$ cat config.mk
export PLATFORM = sky130hd
export DESIGN_NAME = vga_sync_gen
export DESIGN_NICKNAME = d
export VERILOG_FILES = /design/src/rtl/vga_sync_gen.sv
export SDC_FILE = /design/constraint.sdc
export NUM_CORES = 1
export LEC_CHECK = 0
export BUFFER_PORTS_ARGS = -buffer_cell sky130_fd_sc_hd__clkbuf_2
export CAP_MARGIN = 20
export CELL_PAD_IN_SITES_DETAIL_PLACEMENT = 1
export CELL_PAD_IN_SITES_GLOBAL_PLACEMENT = 2
export CORE_ASPECT_RATIO = 0.7
export CORE_MARGIN = 3
export CORE_UTILIZATION = 30
export CTS_CLUSTER_DIAMETER = 50
export DETAILED_ROUTE_END_ITERATION = 6
export PLACE_DENSITY = 0.66
export SYNTH_ARGS = -nofsm -noshare
export SYNTH_HDL_FRONTEND = slang
export SYNTH_SLANG_ARGS = --single-unit
$ cat constraint.sdc
create_clock -name clk -period 4.41 [get_ports clk]
set_clock_uncertainty 0.15 [all_clocks]
set_input_delay 0.882 -clock clk [delete_from_list [all_inputs] [get_ports clk]]
set_output_delay 0.882 -clock clk [all_outputs]
set_load 0.005 [all_outputs]
$ cat src/rtl/vga_sync_gen.sv
// vga_sync_gen: VGA raster timing with registered sync/blanking, column count and linear pixel index
module vga_sync_gen #(
    parameter int H_VISIBLE = 640,
    parameter int H_FP      = 16,
    parameter int H_SYNC    = 96,
    parameter int H_BP      = 48,
    parameter int V_VISIBLE = 480,
    parameter int V_FP      = 10,
    parameter int V_SYNC    = 2,
    parameter int V_BP      = 33,
    parameter int CLK_DIV   = 2,
    parameter bit SYNC_POL  = 1'b0
) (
    input  logic        clk,
    input  logic        reset,
    output logic        hsync,
    output logic        vsync,
    output logic        h_Disp,
    output logic        v_Disp,
    output logic [10:0] posX,
    output logic [20:0] posY1,
    output logic        pix_en,
    output logic        frame_start
);
    localparam int H_TOTAL = H_VISIBLE + H_FP + H_SYNC + H_BP;
    localparam int V_TOTAL = V_VISIBLE + V_FP + V_SYNC + V_BP;
    localparam int DW = CLK_DIV > 1 ? $clog2(CLK_DIV) : 1;
    localparam logic [DW-1:0] DIV_LAST = DW'(CLK_DIV - 1);
    localparam logic [10:0] H_END_VIS  = 11'(H_VISIBLE - 1);
    localparam logic [10:0] H_END_FP   = 11'(H_VISIBLE + H_FP - 1);
    localparam logic [10:0] H_END_SYNC = 11'(H_VISIBLE + H_FP + H_SYNC - 1);
    localparam logic [10:0] H_END      = 11'(H_TOTAL - 1);
    localparam logic [10:0] V_END_VIS  = 11'(V_VISIBLE - 1);
    localparam logic [10:0] V_END_FP   = 11'(V_VISIBLE + V_FP - 1);
    localparam logic [10:0] V_END_SYNC = 11'(V_VISIBLE + V_FP + V_SYNC - 1);
    localparam logic [10:0] V_END      = 11'(V_TOTAL - 1);
    localparam logic [20:0] ROW_STEP   = 21'(H_VISIBLE);
    localparam logic [1:0] ST_VIS  = 2'd0;
    localparam logic [1:0] ST_FP   = 2'd1;
    localparam logic [1:0] ST_SYNC = 2'd2;
    localparam logic [1:0] ST_BP   = 2'd3;

    logic [DW-1:0] div, div_n;
    logic [10:0]   h_cnt, h_n, v_cnt, v_n;
    logic [20:0]   row_base, rb_n;
    logic [1:0]    h_st, h_st_n, v_st, v_st_n;
    logic          line_end, frame_end;

    // Outputs are registered from the next-pixel values so they line up with the counters
    always_comb begin
        div_n     = div == DIV_LAST ? '0 : div + DW'(1);
        line_end  = h_cnt == H_END;
        frame_end = line_end && v_cnt == V_END;
        h_n       = line_end ? '0 : h_cnt + 11'd1;
        v_n       = !line_end ? v_cnt : v_cnt == V_END ? '0 : v_cnt + 11'd1;
        rb_n      = !line_end ? row_base : v_cnt == V_END ? '0 :
                    v_cnt < V_END_VIS ? row_base + ROW_STEP : row_base;
        h_st_n    = h_cnt == H_END_VIS ? ST_FP : h_cnt == H_END_FP ? ST_SYNC :
                    h_cnt == H_END_SYNC ? ST_BP : line_end ? ST_VIS : h_st;
        v_st_n    = !line_end ? v_st : v_cnt == V_END_VIS ? ST_FP : v_cnt == V_END_FP ? ST_SYNC :
                    v_cnt == V_END_SYNC ? ST_BP : v_cnt == V_END ? ST_VIS : v_st;
    end

    always_ff @(posedge clk or posedge reset) begin
        if (reset) begin
            div         <= '0;
            pix_en      <= 1'b0;
            h_cnt       <= '0;
            v_cnt       <= '0;
            row_base    <= '0;
            h_st        <= ST_VIS;
            v_st        <= ST_VIS;
            h_Disp      <= 1'b1;
            v_Disp      <= 1'b1;
            hsync       <= ~SYNC_POL;
            vsync       <= ~SYNC_POL;
            posY1       <= '0;
            frame_start <= 1'b0;
        end else begin
            div         <= div_n;
            pix_en      <= div_n == DIV_LAST;
            frame_start <= 1'b0;
            if (pix_en) begin
                h_cnt       <= h_n;
                v_cnt       <= v_n;
                row_base    <= rb_n;
                h_st        <= h_st_n;
                v_st        <= v_st_n;
                h_Disp      <= h_st_n == ST_VIS;
                v_Disp      <= v_st_n == ST_VIS;
                hsync       <= h_st_n == ST_SYNC ? SYNC_POL : ~SYNC_POL;
                vsync       <= v_st_n == ST_SYNC ? SYNC_POL : ~SYNC_POL;
                posY1       <= h_st_n == ST_VIS ? rb_n + 21'(h_n) : rb_n;
                frame_start <= frame_end;
            end
        end
    end

    assign posX = h_cnt;
endmodule
==> metrics.md <==
| Metric | Value |
|---|---|
| Hold Vio Cnt, Final | 0 |
| Critical Path End Type | flip-flop |
| Synth Register Bits | 74 |
| Top FF cell, synth | dfrtp_1 |
| Avg WL per Cell | 18.0 µm |
| H-tree depth | 3 |
| Fmax | 0.243 GHz |
| Synth cell types | 67 |
| Critical path's slowest cell | nor2_1 |
| Iteration-0 DRC Markers | 240 |
| Clk_lat worst skew | 340 ps |
| Slew headroom | 43.8% |
| GPL Wtd Cong | 0.821 |
| Fillers | 1721 |
| Synth top area cells | dfrtp_1 38%, xnor2_1 5.3%, nor2_1 4.7%, ha_1 4.3%, mux2_2 4.1% |
| Pleak | 2.42 nW |
| Outcome | completed |
| Synth Net Count | 509 |
| Critical path peak fanout | 11 |
| FFs w/ async S/R, synth | 100% |
| Final Instance Area | 5320 µm² |
| HPWL Detailed | 9670 µm |
| Row count | 37 |
| Sink Count | 74 |
| Min setup slack post-route | 302 ps |
| # placed instances | 715 |
| Die W | 155 µm |
| Ratio of cells with drive above 1 in the final layout | 21.6% |
| Die ar. | 17000 µm² |
| Num ports | 40 |
| Synth Instances | 490 |
| EDFF count, synth | 0 |
| Critical Path Start Type | flip-flop |
| Post-Synthesis Cell Area | 4640 µm² |
| Register area share after synthesis | 40.1% |
| Area growth syn-to-layout | 14.8% |
| Crit path required time | 4520 ps |
| CTS Buf Count | 9 |
| DRC errors left | 0 |
| Die height | 110 µm |
| Setup TNS | 0 ps |
| Fin cells | 731 |
| Worst-margin pin slew | 842 ps |
| Post-layout nets | 550 |
| Number of stages on the worst setup path | 13 |
| Final worst-path cycle share | 93.2% |
| Ant. Diodes | 0 |
| Remaining Overflow, GRT | 0 |
| Clock transition at path regs | 60 ps |
| Largest stage delay on the critical path | 610 ps |
| Unrepaired setup endpoints after global routing | no |
| Pre-CTS WS | 257 ps |
| Drt pass-1 iters | 4 |
| Yosys top cell by area | dfrtp_1 |
| Hold_buf cts | 0 |
| Final WL | 13200 µm |
| Setup repair bufs after CTS | 0 |
| Worst IR drop on VDD | 0.167 mV |
| Gr usage total | 16.4% |
| Core Area | 14900 µm² |
| Max-cap viol count | 0 |
| CTS tree | done |
| Power density over the cells | 287 nW/µm² |
| Mean Syn Cell Area | 9.46 µm² |
| CP Launch Point | posX[0] |
| Initial antenna violation count | 0 |
| WP buf/inv | 1 |
| Clk Tree Root Cell | clkbuf_16 |
| Worst Hold Class | reg -> reg |
| Maximum buffer depth of the clock tree | 2 |
| Hold Path Stages | 1 |
| Max-slew violations | 0 |
| Setup CP Type | reg -> reg |
| Reg2Reg Launch Point | posX[0] |
| Ys Warns | 0 |
| Worst Path Arrival | 4220 ps |
| PortBufs | 39 |
| Starting density of the core | 31.1% |
| Post-DP Area | 4990 µm² |
| First-pass GRT wire length | 21700 µm |
| Total power after layout | 0.00153 W |
| Pin count of the biggest net entering global routing | 62 |
| Kind of cell adding the most delay to the critical path | simple AND/OR/NAND/NOR gates |
| Area share of the largest cell type after synthesis | 37.8% |
| Detail Route Antenna Nets | 0 |
| Reg2Reg Depth | 13 |
| DR vias | 3752 |
| Vias in the first global route | 3824 |
| Vias per Instance | 5.13 |
| Fin crit period | 4110 ps |
| Setup Viol. Count Final | 0 |
| Hold wc startpoint | row_base[1] |
| CP Cell Sequence | ha_1 > and3_2 > nand3_4 > nor2_1 > nor2_1 > ha_1 > inv_1 > o21bai_1 > a41o_1 > a21o_2 > nand3_1 > or3_1 > a31oi_1 |
## cell type report
class                      count  area [µm²]  share of cell area [%]
multi-input combinational    382        2560                    48.1
sequential                    74        1860                    34.9
timing repair buffer          50         278                    5.22
tap                          195         244                    4.58
clock buffer                  10         239                    4.49
clock inverter                 6        88.8                    1.67
inverter                      14        53.8                    1.01
## layout by cell type, fill, tap and decap left out, types with 5 or more instances in the layout
| master | instances |
|---|---|
| dfrtp_1 | 69 |
| nor2_1 | 58 |
| nand2_1 | 42 |
| clkbuf_2 | 39 |
| a21oi_1 | 38 |
| xnor2_1 | 28 |
| nand3_1 | 22 |
| o21ai_0 | 22 |
| and2_1 | 18 |
| mux2_2 | 17 |
| ha_1 | 16 |
| xor2_1 | 14 |
| mux2i_1 | 13 |
| nor3_1 | 12 |
| inv_1 | 12 |
| buf_4 | 11 |
| clkbuf_16 | 9 |
| nand4_1 | 7 |
| or3_1 | 5 |
## path summary, 6_finish.rpt
check	end	slack [ps]
max	posY1[14]	300
min	row_base[1]	320
max reg2reg	posY1[14]	300
min reg2reg	row_base[1]	320
max in group asynchronous	h_Disp	2650
min in group asynchronous	posY1[2]	470
## state kept, by name, summed over array words and instances (netlist names), 2 cells and up
| name | cells |
|---|---|
| h_st | 2 |
| posX | 11 |
| posY1 | 21 |
| row_base | 21 |
| v_cnt | 11 |
| v_st | 2 |
## stage by stage
| stage | util, % | hold slack [ps] |
|---|---|---|
| after CTS | 35.7 | 332 |
| final | 35.7 | 323 |
| after global routing | 35.7 | 348 |
| after global placement | 33.5 | 313 |
| after detailed placement | 33.5 | 313 |
| after floorplan | - | 294 |
## cell families after synthesis
| kind of cell | count (synthesis) | share of synthesized area, % |
|---|---|---|
| AND/OR/NAND/NOR | 201 | 23.1 |
| buffers and inverters | 34 | 4.80 |
| flip-flops | 74 | 40.1 |
| XOR/XNOR | 42 | 7.94 |
| adder cells (fa/ha/maj) | 17 | 4.75 |
| multiplexers | 30 | 6.94 |
| AO/OA/AOI/OAI | 92 | 12.4 |
## cells in the mapped netlist (2+ instances only)
library cell	number
dfrtp_1	70
nor2_1	58
nand2_1	42
a21oi_1	38
xnor2_1	28
nand3_1	22
o21ai_0	22
and2_1	18
mux2_2	17
ha_1	16
xor2_1	14
inv_1	13
mux2i_1	13
nor3_1	13
clkbuf_1	9
nand4_1	7
clkbuf_8	5
or3_1	5
dfstp_2	4
nor4_1	4
o211ai_1	4
and3_1	3
buf_6	3
nand2b_1	3
nor4_2	3
o31ai_1	3
or2_2	3
a31oi_1	2
and3_2	2
and3b_2	2
and4_1	2
buf_8	2
nor2b_1	2
o2111ai_1	2
o211a_1	2
o21a_1	2
o21bai_1	2
## layer usage
| metal | share of wire (%) | GRT usage, % |
|---|---|---|
| met1 | 56 | 25.5 |
| met2 | 39 | 22.7 |
| met3 | 4.0 | 3.67 |
| met4 | 0.95 | 3.78 |
| met5 | 0 | 0 |
## repair_timing
| action | CTS | global route |
|---|---|---|
| setup endpoints to repair | 0 | 3 |
| hold endpoints to repair | 0 | 0 |
| gates resized for setup | 0 | 1 |
## where the power goes
| part | internal (W) | switching (W) |
|---|---|---|
| clock | 0.000513 | 0.000319 |
| sequential | 0.000679 | 0 |
| combinational | 0.00000101 | 0.0000141 |
| total | 0.00119 | 0.000333 |
Note: power is estimated with default switching activity, not from simulation.
